==> config.mk <==
export PLATFORM = sky130hd
export DESIGN_NAME = oro_event_capture_flat
export DESIGN_NICKNAME = d
export VERILOG_FILES = /design/src/rtl/oro_pkg.sv /design/src/rtl/oro_event_capture_if.sv /design/src/rtl/oro_sync_fifo.sv /design/src/rtl/oro_event_capture.sv /design/src/flat_wrapper.sv
export SDC_FILE = /design/constraint.sdc
export NUM_CORES = 1
export LEC_CHECK = 0
export BUFFER_PORTS_ARGS = -buffer_cell sky130_fd_sc_hd__buf_2
export CORE_ASPECT_RATIO = 1.2
export CORE_MARGIN = 1
export CORE_UTILIZATION = 45
export DETAILED_ROUTE_END_ITERATION = 6
export PLACE_DENSITY = 0.6
export SETUP_SLACK_MARGIN = 0.2
export SYNTH_ARGS = -nofsm -noshare
export SYNTH_HDL_FRONTEND = slang
export SYNTH_SLANG_ARGS = --single-unit
==> constraint.sdc <==
create_clock -name clk -period 10.5 [get_ports clk]
set_clock_uncertainty 0.1 [all_clocks]
set_input_delay 1.05 -clock clk [delete_from_list [all_inputs] [get_ports clk]]
set_output_delay 1.05 -clock clk [all_outputs]
set_load 0.05 [all_outputs]
==> src/rtl/oro_pkg.sv <==
// oro_pkg: shared defaults, entry layout and width helper for the event capture block
package oro_pkg;
  localparam int ORO_DATA_W = 8;
  localparam int ORO_TS_W = 16;
  localparam int ORO_DEPTH = 8;
  localparam int ORO_ENTRY_W = ORO_TS_W + ORO_DATA_W;
  function automatic int clog2(input int v);
    int r;
    r = 0;
    while ((1 << r) < v) r++;
    return r;
  endfunction
endpackage

==> src/rtl/oro_event_capture_if.sv <==
// oro_event_capture_if: event input, drain port and status of the capture FIFO
interface oro_event_capture_if
  import oro_pkg::*;
#(
  parameter int DATA_W = ORO_DATA_W,
  parameter int DEPTH = ORO_DEPTH,
  parameter int TS_W = ORO_TS_W
) ();
  localparam int CW = clog2(DEPTH) + 1;
  logic evt_valid;
  logic [DATA_W-1:0] evt_data;
  logic rd_ready;
  logic rd_valid;
  logic [DATA_W-1:0] rd_data;
  logic [TS_W-1:0] rd_ts;
  logic [CW-1:0] count;
  logic overflow;
  logic clr_ovf;
  modport master (
    output evt_valid, evt_data, rd_ready, clr_ovf,
    input rd_valid, rd_data, rd_ts, count, overflow
  );
  modport slave (
    input evt_valid, evt_data, rd_ready, clr_ovf,
    output rd_valid, rd_data, rd_ts, count, overflow
  );
endinterface

==> src/rtl/oro_sync_fifo.sv <==
// oro_sync_fifo: first-word-fall-through storage with same-cycle push/pop and occupancy count
module oro_sync_fifo
  import oro_pkg::*;
#(
  parameter int WIDTH = ORO_ENTRY_W,
  parameter int DEPTH = ORO_DEPTH,
  localparam int AW = clog2(DEPTH),
  localparam int CW = AW + 1
) (
  input  logic clk,
  input  logic rst_n,
  input  logic i_push,
  input  logic i_pop,
  input  logic [WIDTH-1:0] i_wdata,
  output logic [WIDTH-1:0] o_rdata,
  output logic [CW-1:0] o_count,
  output logic o_full,
  output logic o_empty
);
  logic [WIDTH-1:0] r_mem [DEPTH];
  logic [AW-1:0] r_wr_ptr;
  logic [AW-1:0] r_rd_ptr;
  logic [CW-1:0] r_count;
  // Full/empty come from the count; pointers are equal in both cases
  always_ff @(posedge clk) begin
    r_wr_ptr <= !rst_n ? '0 : i_push ? r_wr_ptr + 1'b1 : r_wr_ptr;
    r_rd_ptr <= !rst_n ? '0 : i_pop ? r_rd_ptr + 1'b1 : r_rd_ptr;
    r_count <= !rst_n ? '0 : r_count + CW'(i_push) - CW'(i_pop);
  end
  always_ff @(posedge clk)
    if (i_push) r_mem[r_wr_ptr] <= i_wdata;
  assign o_rdata = r_mem[r_rd_ptr];
  assign o_count = r_count;
  assign o_full = r_count == CW'(DEPTH);
  assign o_empty = r_count == '0;
endmodule

==> src/rtl/oro_event_capture.sv <==
// oro_event_capture: cycle-timestamped event FIFO with sticky overflow and valid/ready drain
module oro_event_capture
  import oro_pkg::*;
#(
  parameter int DATA_W = ORO_DATA_W,
  parameter int DEPTH = ORO_DEPTH,
  parameter int TS_W = ORO_TS_W
) (
  input logic clk,
  input logic rst_n,
  oro_event_capture_if.slave bus
);
  localparam int EW = TS_W + DATA_W;
  localparam int CW = clog2(DEPTH) + 1;
  logic [TS_W-1:0] r_cyc;
  logic r_ovf;
  logic w_full;
  logic w_empty;
  logic w_push;
  logic w_pop;
  logic w_drop;
  logic [EW-1:0] w_head;
  logic [CW-1:0] w_count;
  assign w_pop = !w_empty && bus.rd_ready;
  assign w_push = bus.evt_valid && (!w_full || w_pop);
  assign w_drop = bus.evt_valid && w_full && !w_pop;
  // A drop at the same edge as clr_ovf keeps the flag set
  always_ff @(posedge clk) begin
    r_cyc <= !rst_n ? '0 : r_cyc + 1'b1;
    r_ovf <= !rst_n ? 1'b0 : w_drop ? 1'b1 : bus.clr_ovf ? 1'b0 : r_ovf;
  end
  oro_sync_fifo #(.WIDTH(EW), .DEPTH(DEPTH)) u_fifo (
    .clk(clk),
    .rst_n(rst_n),
    .i_push(w_push),
    .i_pop(w_pop),
    .i_wdata({r_cyc, bus.evt_data}),
    .o_rdata(w_head),
    .o_count(w_count),
    .o_full(w_full),
    .o_empty(w_empty)
  );
  assign bus.rd_valid = !w_empty;
  assign bus.rd_data = w_empty ? '0 : w_head[DATA_W-1:0];
  assign bus.rd_ts = w_empty ? '0 : w_head[EW-1 -: TS_W];
  assign bus.count = w_count;
  assign bus.overflow = r_ovf;
endmodule
==> src/flat_wrapper.sv <==
// flat-port wrapper written by rule: the top's interface ports become plain ports
module oro_event_capture_flat import oro_pkg::*;
#(
  parameter int DATA_W = ORO_DATA_W,
  parameter int DEPTH = ORO_DEPTH,
  parameter int TS_W = ORO_TS_W
)
  (clk, rst_n, bus_evt_valid, bus_evt_data, bus_rd_ready, bus_clr_ovf, bus_rd_valid, bus_rd_data, bus_rd_ts, bus_count, bus_overflow);
  oro_event_capture_if #(.DATA_W(DATA_W), .DEPTH(DEPTH), .TS_W(TS_W)) bus_i ();
  input logic clk;
  input logic rst_n;
  input wire logic [$bits(bus_i.evt_valid)-1:0] bus_evt_valid;
  input wire logic [$bits(bus_i.evt_data)-1:0] bus_evt_data;
  input wire logic [$bits(bus_i.rd_ready)-1:0] bus_rd_ready;
  input wire logic [$bits(bus_i.clr_ovf)-1:0] bus_clr_ovf;
  output wire logic [$bits(bus_i.rd_valid)-1:0] bus_rd_valid;
  output wire logic [$bits(bus_i.rd_data)-1:0] bus_rd_data;
  output wire logic [$bits(bus_i.rd_ts)-1:0] bus_rd_ts;
  output wire logic [$bits(bus_i.count)-1:0] bus_count;
  output wire logic [$bits(bus_i.overflow)-1:0] bus_overflow;
  assign bus_i.evt_valid = bus_evt_valid;
  assign bus_i.evt_data = bus_evt_data;
  assign bus_i.rd_ready = bus_rd_ready;
  assign bus_i.clr_ovf = bus_clr_ovf;
  assign bus_rd_valid = bus_i.rd_valid;
  assign bus_rd_data = bus_i.rd_data;
  assign bus_rd_ts = bus_i.rd_ts;
  assign bus_count = bus_i.count;
  assign bus_overflow = bus_i.overflow;
  oro_event_capture #(.DATA_W(DATA_W), .DEPTH(DEPTH), .TS_W(TS_W)) u_core (.clk(clk), .rst_n(rst_n), .bus(bus_i));
endmodule
# After elaboration in Yosys (flattened, before gate mapping)
# Memory sizes are Yosys's and may differ from the RTL's. A register that Yosys moved wholly into a read port is not among the register bits.
# Index checks and enable logic that the tools add are counted.
# op_classes
addsub	5
n_reduce_logical	10
order_cmp	0
mux	8
shifts	0
div	0
n_bitwise	0
eq_ne	1
mul	0
# ops
cell	n
16-bit by 1-bit adder with 16-bit output (second input constant)	1
16-bit 2-to-1 mux	1
8-bit 2-to-1 mux	1
3-bit by 1-bit adder with 3-bit output (second input constant)	2
3-bit 2-to-1 mux	2
4-bit by 1-bit adder with 4-bit output	1
4-bit == test (second input constant)	1
1-bit logical AND	4
4-bit zero test	1
1-bit 2-to-1 mux	4
4-bit by 1-bit subtractor with 4-bit output	1
1-bit zero test	3
2-bit nonzero test	1
1-bit logical OR	1
# word_totals
reg_bits	27
memories	1
out_inout_bits	30
wordCells	30
inputBits	13
rom_bits	0
mem_bits_rw	192
latchBits	0
# memory_table
name	depth	width	rd	rd_clocked_by_memory_dff	wr	line	source
u_core.u_fifo.r_mem	8	24	1	1	1	oro_sync_fifo.sv:20	logic [WIDTH-1:0] r_mem [DEPTH];

# Longest topological paths before layout
# depth
depth_word	7
mapped_depth	11

# Modules after synthesis
# Synthesis repeated with hierarchy kept, for this count alone.
# unflattened
hier_cells	455
area_unflattened_um2	8800.9
# modules_own_cells
mod	n_inst	area_each_um2	seq_area_each_um2	cells_per_inst
oro_sync_fifo	1	7845.0	6025.8	346
oro_event_capture	1	955.9	340.3	109

# Worst setup path before layout
# OpenSTA, ideal clock, no wires.
# synth_path
kind	register to register
startpoint	reg u_core.u_fifo.r_count[2], in the netlist u_core.u_fifo.o_count[2]
endpoint	mem u_core.u_fifo.r_mem[0][0] in the netlist's numbering, enable pin
synth_period_minus_slack_ns	4.415
path_buffers	1
required_ns	9.934
path_slack_ns	6.085
path_stages_with_launch	7
arrival_time_ns	3.849
setup_time_ns	0.466
cell_sequence	dfxtp_1 > inv_1 > ha_1 > nand2b_1 > a31o_2 > buf_2 > nor4_1
# synth_via
elab_chain_len	7
# synth_rtl
element	line	source
start, declared	oro_sync_fifo.sv:23	logic [CW-1:0] r_count;
start signal, assigned	oro_sync_fifo.sv:28	r_count <= !rst_n ? '0 : r_count + CW'(i_push) - CW'(i_pop);
4-bit zero test	oro_sync_fifo.sv:35	assign o_empty = r_count == '0;
1-bit zero test	oro_event_capture.sv:24	assign w_pop = !w_empty && bus.rd_ready;
1-bit logical AND	oro_event_capture.sv:24	
1-bit logical OR *	oro_event_capture.sv:25	assign w_push = bus.evt_valid && (!w_full || w_pop);
1-bit logical AND *	oro_event_capture.sv:25	
1-bit 2-to-1 mux *	oro_sync_fifo.sv:31	if (i_push) r_mem[r_wr_ptr] <= i_wdata;
1-bit 2-to-1 mux (implied by the code) *	oro_sync_fifo.sv:31	
end, declared	oro_sync_fifo.sv:20	
# Every way passes the cells marked *; elsewhere a longest branch is shown, timed or not.

# Worst setup path in the final report
# layout_path
startpoint	reg u_core.u_fifo.r_count[2], in the netlist u_core.u_fifo.o_count[2]
endpoint	out bus_rd_ts[12]
# layout_via
elab_chain_len	2
# layout_rtl
element	line	source
4-bit zero test	oro_sync_fifo.sv:35	
16-bit 2-to-1 mux	oro_event_capture.sv:45	assign bus.rd_ts = w_empty ? '0 : w_head[EW-1 -: TS_W];
end, declared	flat_wrapper.sv:18	output wire logic [$bits(bus_i.rd_ts)-1:0] bus_rd_ts;
# No other way between the ends.

==> out/metrics.csv <==
stage,metric,value,unit
grt,grt_pass1_wl,25.3,mm
drt,wire_per_inst,21.1,um
run_status,status,finished clean,
pwr,p_leak,3.22,nW
yosys,yosysTopAreaCell,edfxtp_1,
timing,slew_viol_final,0,
clock_tree,numCtsBuffers,21,
timing,layout_min_cycle_time,3.76,ns
floorplan,start_util,45.8,%
floorplan,rows,55,
yosys,synthSimpleGateAreaFrac,4.90,%
worst_setup_path,critPathBufInv,3,
final_layout,area_growth,13.6,%
yosys,yosysSeqAreaShare,74.0,%
yosys,syn-cell-area,8610,um^2
drt,drt_iter0_drc,238,
worst_setup_path,slowest_stage,a21oi_2,
timing,worst_pin_slew,0.971,ns
yosys,synthXorXnorAreaFrac,1.73,%
timing,hold_viol_final,0,
pwr,power.total,2.46,mW
placed_design,gp_congestion,0.706,
timing,setup-tns-final,0,ns
yosys,synth.distinct_cells,38,
final_layout,nNetsFinal,511,
worst_setup_path,worstPathCellList,inv_1 > ha_1 > a21oi_2 > buf_4 > a22o_1 > buf_2,
placed_design,post-dp-hpwl,8.84,mm
worst_setup_path,required,9.35,ns
drt,finalWirelength,16.0,mm
yosys,syn-instance-count,434,
timing,setup_viol,0,
final_layout,stdcell_area,9780,um^2
pwr,p_per_area,251,nW/um^2
drt,first_pass_iters,4,
grt,grt_pass1_vias,4484,
yosys,synth_compound_area_share,3.53,%
clock_tree,clock_sinks,222,
yosys,synth_seq_cells,222,
floorplan,die_h,154,um
timing,rsz0062_at_grt,no,
grt,gr-total-overflow,0,
yosys,synth_area_leaders,"edfxtp_1, mux4_2, dfxtp_1, a22o_1, and2_1",
placed_design,port_buffers,42,
worst_setup_path,cp_top_family,compound AO/OA/AOI/OAI gates,
final_layout,diodes,0,
worst_setup_path,worstPathArrival,2.61,ns
placed_design,place_area,9120,um^2
clock_tree,htreeDepth,1,
clock_tree,clockBufferDepth,3,
worst_setup_path,worstSetupEndpointType,output port,
clock_tree,insertion_delay,0.49,ns
floorplan,dieArea,19700,um^2
drt,vias,4097,
worst_setup_path,start_kind,register,
clock_tree,cts_setup_buffers,0,
yosys,synth.avg_cell_area,19.8,um^2
worst_setup_path,ff2ff_path_depth,9,
worst_setup_path,rrSetupSlack,7.99,ns
clock_tree,clockRootBuffer,clkbuf_16,
worst_setup_path,reg2reg_from,u_core.u_fifo.o_count[2],
worst_setup_path,critPathMaxFanout,13,
floorplan,pin_count,43,
timing,fin_crit_sh,35.8,%
pwr,irDropWorstVdd,0.139,mV
grt,grt_max_degree,49,
clock_tree,path_clk_slew,0.07,ns
worst_setup_path,cp-startpoint,u_core.u_fifo.o_count[2],
grt,grt_usage,17.2,%
worst_setup_path,timing_worst_setup_path_type,register to output port,
yosys,ys_warn_count,0,
hold_path,hold_class,register to register,
clock_tree,tritoncts,yes,
yosys,syn-num-nets,456,
drt,via_per_inst,5.40,
run,drv_cap,0,
worst_setup_path,crit_end,bus_rd_ts[12],
final_layout,drive_above_1_share,29.2,%
clock_tree,ctsHoldBuffers,0,
floorplan,die_x,128,um
worst_setup_path,r2r-end,u_core.u_fifo.o_count[2],
timing,setup_ws,6.74,ns
final_layout,nFillCells,1509,
drt,postRouteAntennaNets,0,
worst_setup_path,cpPeakStageDelay,0.63,ns
timing,max-slew-margin-rel,35.2,%
yosys,synth_fa_ha_area_share,1.40,%
yosys,synth_top_area_share,67.0,%
worst_setup_path,path_depth,6,
timing,fmax,0.266,GHz
yosys,synth_top_family_by_area,multiplexers,
grt,antenna_found_initial,0,
yosys,synthMuxAreaShare,12.7,%
clock_tree,post_cts_resized,0,
drt,drc,0,
placed_design,dp_slack,7.16,ns
floorplan,core_area,18800,um^2
-- logic make-up after synthesis --
kind of cell    Yosys count
flops                   222
simple gates             74
mux                      49
compound gates           37
buf+inv                  26
xor+xnor                 17
fa+ha+maj                 9
-- flip-flops by register name, summed over array words and instances (netlist names), named ones only --
register	count
u_core.u_fifo.r_mem	192
u_core.r_cyc	16
u_core.u_fifo.o_count	4
u_core.u_fifo.r_rd_ptr	3
u_core.u_fifo.r_wr_ptr	3
u_core.bus.overflow	1
-- synthesized netlist by cell type, drive strengths merged --
cell and instances:
o21ai 2, mux4 48, dfxtp 30, nor3b 1
inv 6, buf 12, nand3 8, a22o 24
or3 1, or3b 1, ha 8, and4 3
nor3 6, nand2 11, clkbuf 8, nor2 4
nand2b 5, xnor2 10, nand4 6, a21oi 2
a31o 1, edfxtp 192, a21boi 6, mux2i 1
o21a 1, fa 1, nor2b 1, and3 1
nor4 3, a21o 1, and2 23, xor2 7
-- cell type report --
class / instances / area (um^2) / share of cell area (%)
timing repair buffer: 52 / 285 / 2.92
multi-input combinational: 186 / 2120 / 21.7
tap: 256 / 320 / 3.27
clock buffer: 28 / 592 / 6.05
inverter: 6 / 22.5 / 0.230
sequential: 222 / 6370 / 65.1
clock inverter: 9 / 67.6 / 0.691
-- worst register-to-register path: cells and delay by family (launching register included) --
family,cells,cell delay (ns)
xor gates and xnor gates,1,0.16
AOI/OAI and AO/OA,1,0.12
DFF,1,0.32
adders and majority gates,3,0.81
buffers and inverters,1,0.10
and+or+nand+nor,3,0.80
-- cell usage in the layout, fill, tap and decap left out, types with 10 or more instances in the layout --
cell | netlist | routed
a22o_1 | 20 | 20
and2_1 | 22 | 22
edfxtp_1 | 192 | 192
xnor2_1 | 10 | 10
mux4_2 | 48 | 48
nand2_1 | 11 | 11
buf_4 | 2 | 10
clkbuf_16 | 0 | 21
buf_2 | 5 | 42
dfxtp_1 | 30 | 28
-- layer usage --
layer / GRT usage, % / routed length, um
met5: 0 / 0
met4: 4.54 / 227
met3: 2.71 / 612
met2: 30.7 / 8540
met1: 21.7 / 6600
-- power breakdown --
group	internal (mW)	switching, mW	leakage [nW]
sequential	1.01	0.0708	1.95
combinational	0.234	0.414	0.945
clock	0.420	0.305	0.325
-- worst min path at each step --
stage / from / end / slack (ns) / cells after the start
after CTS: u_core.bus.overflow / u_core.bus.overflow / 0.39 / 2
after detailed placement: u_core.bus.overflow / u_core.bus.overflow / 0.38 / 2
after floorplan: u_core.u_fifo.r_rd_ptr[1] / register / 0.36 / 2
after global placement: u_core.bus.overflow / u_core.bus.overflow / 0.37 / 2
after global routing: u_core.bus.overflow / u_core.bus.overflow / 0.41 / 2
final: u_core.bus.overflow / u_core.bus.overflow / 0.38 / 2
-- stage by stage --
step	cells	hold slack, ns	utilization [%]
4_1_cts	759	0.385	52.1
2_1_floorplan	434	0.363	-
3_5_place_dp	722	0.377	48.6
6_report	759	0.377	52.1
5_1_grt	759	0.410	52.1
3_3_place_gp	722	0.365	48.6
No activity file was read; power rests on OpenSTA's default activity.
